**src/rtl/mmss_stopwatch_if.sv**
```systemverilog
// Control pulses and BCD display outputs of the mm:ss stopwatch.
// The master side drives the pulses and the slave side is the stopwatch core.
interface mmss_stopwatch_if;
  logic       start_stop;
  logic       clear;
  logic       lap;
  logic [3:0] units_second;
  logic [3:0] tens_second;
  logic [3:0] units_minute;
  logic [3:0] tens_minute;
  logic       running;
  logic       wrap;
  logic       lap_active;

  modport master (
    output start_stop, clear, lap,
    input  units_second, tens_second, units_minute, tens_minute,
           running, wrap, lap_active
  );

  modport slave (
    input  start_stop, clear, lap,
    output units_second, tens_second, units_minute, tens_minute,
           running, wrap, lap_active
  );
endinterface

```
**src/rtl/mmss_stopwatch.sv**
```systemverilog
// mm:ss stopwatch: a prescaler derives the 1 Hz tick, and the count is held as four BCD digits
// that wrap at 59:59. Define LAP_HOLD_EN to add the lap freeze display register.
module mmss_stopwatch #(
  parameter  int TICKS_PER_SEC = 100000000,
  localparam int PRESC_W       = $clog2(TICKS_PER_SEC)
) (
  input  logic             clk,
  input  logic             reset,
  mmss_stopwatch_if.slave  bus
);

  typedef enum logic [1:0] {IDLE, RUN, PAUSED} state_e;

  typedef struct packed {
    logic [3:0] tm;
    logic [3:0] um;
    logic [3:0] ts;
    logic [3:0] us;
  } mmss_t;

  state_e             state;
  logic [PRESC_W-1:0] presc;
  mmss_t              live;
  mmss_t              live_next;
  mmss_t              shown;
  logic               rollover;
  logic               tick;
  logic               running_q;
  logic               wrap_q;

  assign tick = (state == RUN) && (presc == PRESC_W'(TICKS_PER_SEC - 1));

  // NOTE: every output of an always_comb gets a default first, so that no path leaves it unassigned and infers a latch.
  always_comb begin
    live_next = live;
    rollover  = 1'b0;
    if (live.us != 4'd9) begin
      live_next.us = live.us + 4'd1;
    end else begin
      live_next.us = 4'd0;
      if (live.ts != 4'd5) begin
        live_next.ts = live.ts + 4'd1;
      end else begin
        live_next.ts = 4'd0;
        if (live.um != 4'd9) begin
          live_next.um = live.um + 4'd1;
        end else begin
          live_next.um = 4'd0;
          if (live.tm != 4'd5) begin
            live_next.tm = live.tm + 4'd1;
          end else begin
            live_next.tm = 4'd0;
            rollover     = 1'b1;
          end
        end
      end
    end
  end

  // NOTE: sequential state uses non-blocking assignments only, so every register samples pre-edge values.
  always_ff @(posedge clk) begin
    if (reset || bus.clear) begin
      state     <= IDLE;
      presc     <= '0;
      live      <= '0;
      running_q <= 1'b0;
      wrap_q    <= 1'b0;
    end else begin
      wrap_q <= 1'b0;
      unique case (state)
        IDLE: begin
          presc <= '0;
          if (bus.start_stop) begin
            state     <= RUN;
            running_q <= 1'b1;
          end
        end
        RUN: begin
          // A tick and a start_stop pulse in the same cycle still take the increment.
          if (tick) begin
            presc  <= '0;
            live   <= live_next;
            wrap_q <= rollover;
          end else begin
            presc <= presc + 1'b1;
          end
          if (bus.start_stop) begin
            state     <= PAUSED;
            running_q <= 1'b0;
          end
        end
        PAUSED: begin
          if (bus.start_stop) begin
            state     <= RUN;
            running_q <= 1'b1;
          end
        end
        default: begin
          state     <= IDLE;
          running_q <= 1'b0;
        end
      endcase
    end
  end

`ifdef LAP_HOLD_EN
  mmss_t disp;
  logic  lap_q;

  always_ff @(posedge clk) begin
    if (reset || bus.clear) begin
      lap_q <= 1'b0;
      disp  <= '0;
    end else if (bus.lap && (state == RUN) && !lap_q) begin
      lap_q <= 1'b1;
      disp  <= live;
    end else if (bus.lap && lap_q && (state != IDLE)) begin
      lap_q <= 1'b0;
    end
  end

  assign shown          = lap_q ? disp : live;
  assign bus.lap_active = lap_q;
`else
  logic unused_lap;
  assign unused_lap     = bus.lap;
  assign shown          = live;
  assign bus.lap_active = 1'b0;
`endif

  assign bus.units_second = shown.us;
  assign bus.tens_second  = shown.ts;
  assign bus.units_minute = shown.um;
  assign bus.tens_minute  = shown.tm;
  assign bus.running      = running_q;
  assign bus.wrap         = wrap_q;

endmodule

```
**src/flat_wrapper.sv**
```systemverilog
// flat-port wrapper written by rule: the top's interface ports become plain ports
module mmss_stopwatch_flat 
#(
  parameter  int TICKS_PER_SEC = 100000000,
  localparam int PRESC_W       = $clog2(TICKS_PER_SEC)
)
  (clk, reset, bus_start_stop, bus_clear, bus_lap, bus_units_second, bus_tens_second, bus_units_minute, bus_tens_minute, bus_running, bus_wrap, bus_lap_active);
  mmss_stopwatch_if bus_i ();
  input  logic clk;
  input  logic reset;
  input wire logic [$bits(bus_i.start_stop)-1:0] bus_start_stop;
  input wire logic [$bits(bus_i.clear)-1:0] bus_clear;
  input wire logic [$bits(bus_i.lap)-1:0] bus_lap;
  output wire logic [$bits(bus_i.units_second)-1:0] bus_units_second;
  output wire logic [$bits(bus_i.tens_second)-1:0] bus_tens_second;
  output wire logic [$bits(bus_i.units_minute)-1:0] bus_units_minute;
  output wire logic [$bits(bus_i.tens_minute)-1:0] bus_tens_minute;
  output wire logic [$bits(bus_i.running)-1:0] bus_running;
  output wire logic [$bits(bus_i.wrap)-1:0] bus_wrap;
  output wire logic [$bits(bus_i.lap_active)-1:0] bus_lap_active;
  assign bus_i.start_stop = bus_start_stop;
  assign bus_i.clear = bus_clear;
  assign bus_i.lap = bus_lap;
  assign bus_units_second = bus_i.units_second;
  assign bus_tens_second = bus_i.tens_second;
  assign bus_units_minute = bus_i.units_minute;
  assign bus_tens_minute = bus_i.tens_minute;
  assign bus_running = bus_i.running;
  assign bus_wrap = bus_i.wrap;
  assign bus_lap_active = bus_i.lap_active;
  mmss_stopwatch #(.TICKS_PER_SEC(TICKS_PER_SEC)) u_core (.clk(clk), .reset(reset), .bus(bus_i));
endmodule
```
**config.mk**
```make
export PLATFORM = sky130hd
export DESIGN_NAME = mmss_stopwatch_flat
export DESIGN_NICKNAME = d
export VERILOG_FILES = /design/src/rtl/mmss_stopwatch_if.sv /design/src/rtl/mmss_stopwatch.sv /design/src/flat_wrapper.sv
export SDC_FILE = /design/constraint.sdc
export NUM_CORES = 1
export LEC_CHECK = 0
export CORE_MARGIN = 5
export CORE_UTILIZATION = 50
export CTS_CLUSTER_SIZE = 25
export DETAILED_ROUTE_END_ITERATION = 12
export PLACE_DENSITY = 0.77
export SLEW_MARGIN = 20
export SYNTH_ARGS = -nofsm -noshare
export SYNTH_HDL_FRONTEND = slang
export SYNTH_SLANG_ARGS = --single-unit
```
**constraint.sdc**
```tcl
create_clock -name clk -period 2.9 [get_ports clk]
set_clock_uncertainty 0.1 [all_clocks]
set_input_delay 0.29 -clock clk [delete_from_list [all_inputs] [get_ports clk]]
set_output_delay 0.29 -clock clk [all_outputs]
set_load 0.005 [all_outputs]
```
==> results.yml <==
outcome:
  status: "finished clean"
floorplanning:
  fp.dieW_um: 81.6
  dieArea_um2: 6650
  io_pins: 24
  num_rows: 26
  core_area_um2: 5040
  fp.dieH_um: 81.6
  start_util_pct: 50.8
global_route:
  overflow: 0
  grt_pass1_wl_um: 10000
  grt_pass1_vias: 2116
  grt_start_max_net_pins: 34
  track_usage_pct: 19.1
  grt_antenna_before_repair: 0
yosys:
  synth_compound_area_share_pct: 19.5
  synth_top_family_by_area: "simple AND/OR/NAND/NOR gates"
  synthMuxAreaShare_pct: 3.18
  synthArstFlopShare_pct: 0
  synth_fa_ha_area_share_pct: 0.489
  syn-instance-count: 314
  synth_xor_area_share_pct: 2.05
  ys_warn_count: 0
  ys_ff_latch: 47
  synth_edf_count: 0
  syn_area_per_cell_um2: 8.15
  yosysSeqAreaShare_pct: 36.8
  synthSimpleGateAreaFrac_pct: 33.1
  syn_area_um2: 2560
  synthFlopType: "dfxtp_1"
  ys_types: 63
  syn_nets: 320
cells_and_area:
  multi_input_area_um2: 1500
  ff_latch_area_um2: 941
  syn2layout_area_growth_pct: 13.4
  nets: 331
  final_common_cell: "dfxtp_1"
  fillerInstances: 481
  diodes: 0
  finalInstanceArea_um2: 2900
  layout-drive-gt1-share_pct: 8.90
  final_cell_mix: "dfxtp_1, nand2_1, a21oi_1"
clocking:
  hold_buffers: 0
  clock_latency_ns: 0.31
  ctsResizeCount: 0
  post-cts-setup-buffers: 0
  cts_buffer_depth: 2
  htreeDepth: 2
  cts_tree: "done"
  cts-root-buf: "clkbuf_8"
  cts_made_buffers: 5
  clkTransAtPathRegs_ns: 0.09
  cts.sinks: 47
flow_run:
  timing.max_cap.violations: 0
worst_setup_path:
  crit_required_ns: 3.04
  cp_data_arrival_time_ns: 2.52
  path_class: "reg2reg"
  r2r_slack_ns: 0.53
  cp-end-kind: "flip-flop"
  cp_max_fo: 8
  crit_path_start_kind: "flip-flop"
  reg2reg_depth: 6
routing:
  drc: 0
  vias: 2371
  first_pass_iters: 4
  wl_per_cell_um: 14.7
  via_per_inst: 5.99
  drtAntennaViolNets: 0
  first_iter_violations: 245
  wl_um: 5840
pwr:
  finalPower_uw: 1190
  leakage_uw: 0.000971
  peakVddDrop_mv: 0.180
  p_per_area_nw_per_um2: 409
timing:
  finalMaxSlewViolations: 0
  worst_slew_pin_slew_ns: 0.715
  relSlewSlack_pct: 51.9
  fmax_mhz: 421
  period_minus_slack_ns: 2.37
  rsz0062_at_grt: "false"
  tns_ns: 0
  finalSetupViolCount: 0
  hold_viol: 0
  setup_ws_ns: 0.526
  min_period_over_period_pct: 81.8
place:
  post-place-ws_ns: 0.535
  detailed_place_hpwl_um: 4070
  numPortBuffers: 21
  gp_congestion: 0.841
  placed_area_um2: 2790
worst_hold_path:
  hold_class: "reg2reg"
  hold_path_depth: 1
## power breakdown
group | switching [uW] | internal (uW)
registers | 2.58 | 647
clock network | 228 | 279
logic | 18.0 | 14.5
total | 249 | 940
## worst paths after layout
kind / to / start
min: u_core.presc[23]$_SDFFE_PP0P_ / u_core.presc[23]$_SDFFE_PP0P_
min reg2reg: u_core.presc[23]$_SDFFE_PP0P_ / u_core.presc[23]$_SDFFE_PP0P_
max reg2reg: u_core.presc[26]$_SDFFE_PP0P_ / u_core.presc[0]$_SDFFE_PP0P_
max: u_core.presc[26]$_SDFFE_PP0P_ / u_core.presc[0]$_SDFFE_PP0P_
## routing by layer
metal	up-vias	wire [um]	GRT usage (%)
met5	-	0	0
met4	0	71	5.41
met3	7	240	3.62
met2	49	2680	30.9
met1	1119	2840	25.9
li1	1196	-	-
## cells in the mapped netlist, drive strengths merged, types with 4 or more instances
| cell type | instances | area [um2] |
|---|---|---|
| nor2 | 22 | 82.6 |
| o21ai | 10 | 50.1 |
| nor3 | 4 | 20.0 |
| a21oi | 28 | 144 |
| xnor2 | 4 | 35.0 |
| nor3b | 5 | 37.5 |
| mux2i | 7 | 70.1 |
| buf | 8 | 48.8 |
| a31oi | 14 | 87.6 |
| nand4 | 14 | 87.6 |
| nand2 | 30 | 123 |
| and3 | 9 | 63.8 |
| clkbuf | 12 | 45.0 |
| and4 | 8 | 72.6 |
| or3 | 6 | 38.8 |
| inv | 8 | 30.0 |
| nor4 | 5 | 37.5 |
| dfxtp | 47 | 941 |
| nand3 | 18 | 90.1 |
| nor2b | 5 | 31.3 |
## stage by stage
step	cells	hold slack [ns]	util, %
final	396	0.399	57.6
after global routing	396	0.418	57.6
after CTS	396	0.386	57.6
after detailed placement	388	0.374	55.3
after global placement	388	0.362	55.3
after floorplan	314	0.328	-
## cell families (layout without fill, tap and decap cells)
group                    Yosys count  after routing
other                              1              1
multiplexers                       8              8
XOR/XNOR                           6              6
adder cells (fa/ha/maj)            1              1
flip-flops                        47             47
AND/OR/NAND/NOR                  146            146
AO/OA/AOI/OAI                     77             77
buffers and inverters             28             40
## state kept, by name, indices dropped and copies added (netlist names)
signal,cells
u_core.presc,27
u_core.bus.tens_minute,4
u_core.bus.tens_second,4
u_core.bus.units_minute,4
u_core.bus.units_second,4
u_core.state,2
u_core.bus.running,1
u_core.bus.wrap,1
## final cells by class
| type | instances | area share [%] |
|---|---|---|
| Clock buffer | 6 | 2.84 |
| Clock inverter | 2 | 1.21 |
| Inverter | 8 | 1.03 |
| Multi-Input combinational cell | 239 | 51.5 |
| Sequential cell | 47 | 32.4 |
| Tap cell | 70 | 3.02 |
| Timing Repair Buffer | 24 | 8.01 |
## worst max-delay path, cell delays in order, from the launching register on
cell and delay [ns]:
dfxtp_1 0.40, ha_1 0.23, and3_4 0.25, nand2_4 0.09
or4_4 0.57, or4b_1 0.51, a31oi_1 0.17
Power figures use the tool's default switching activity.
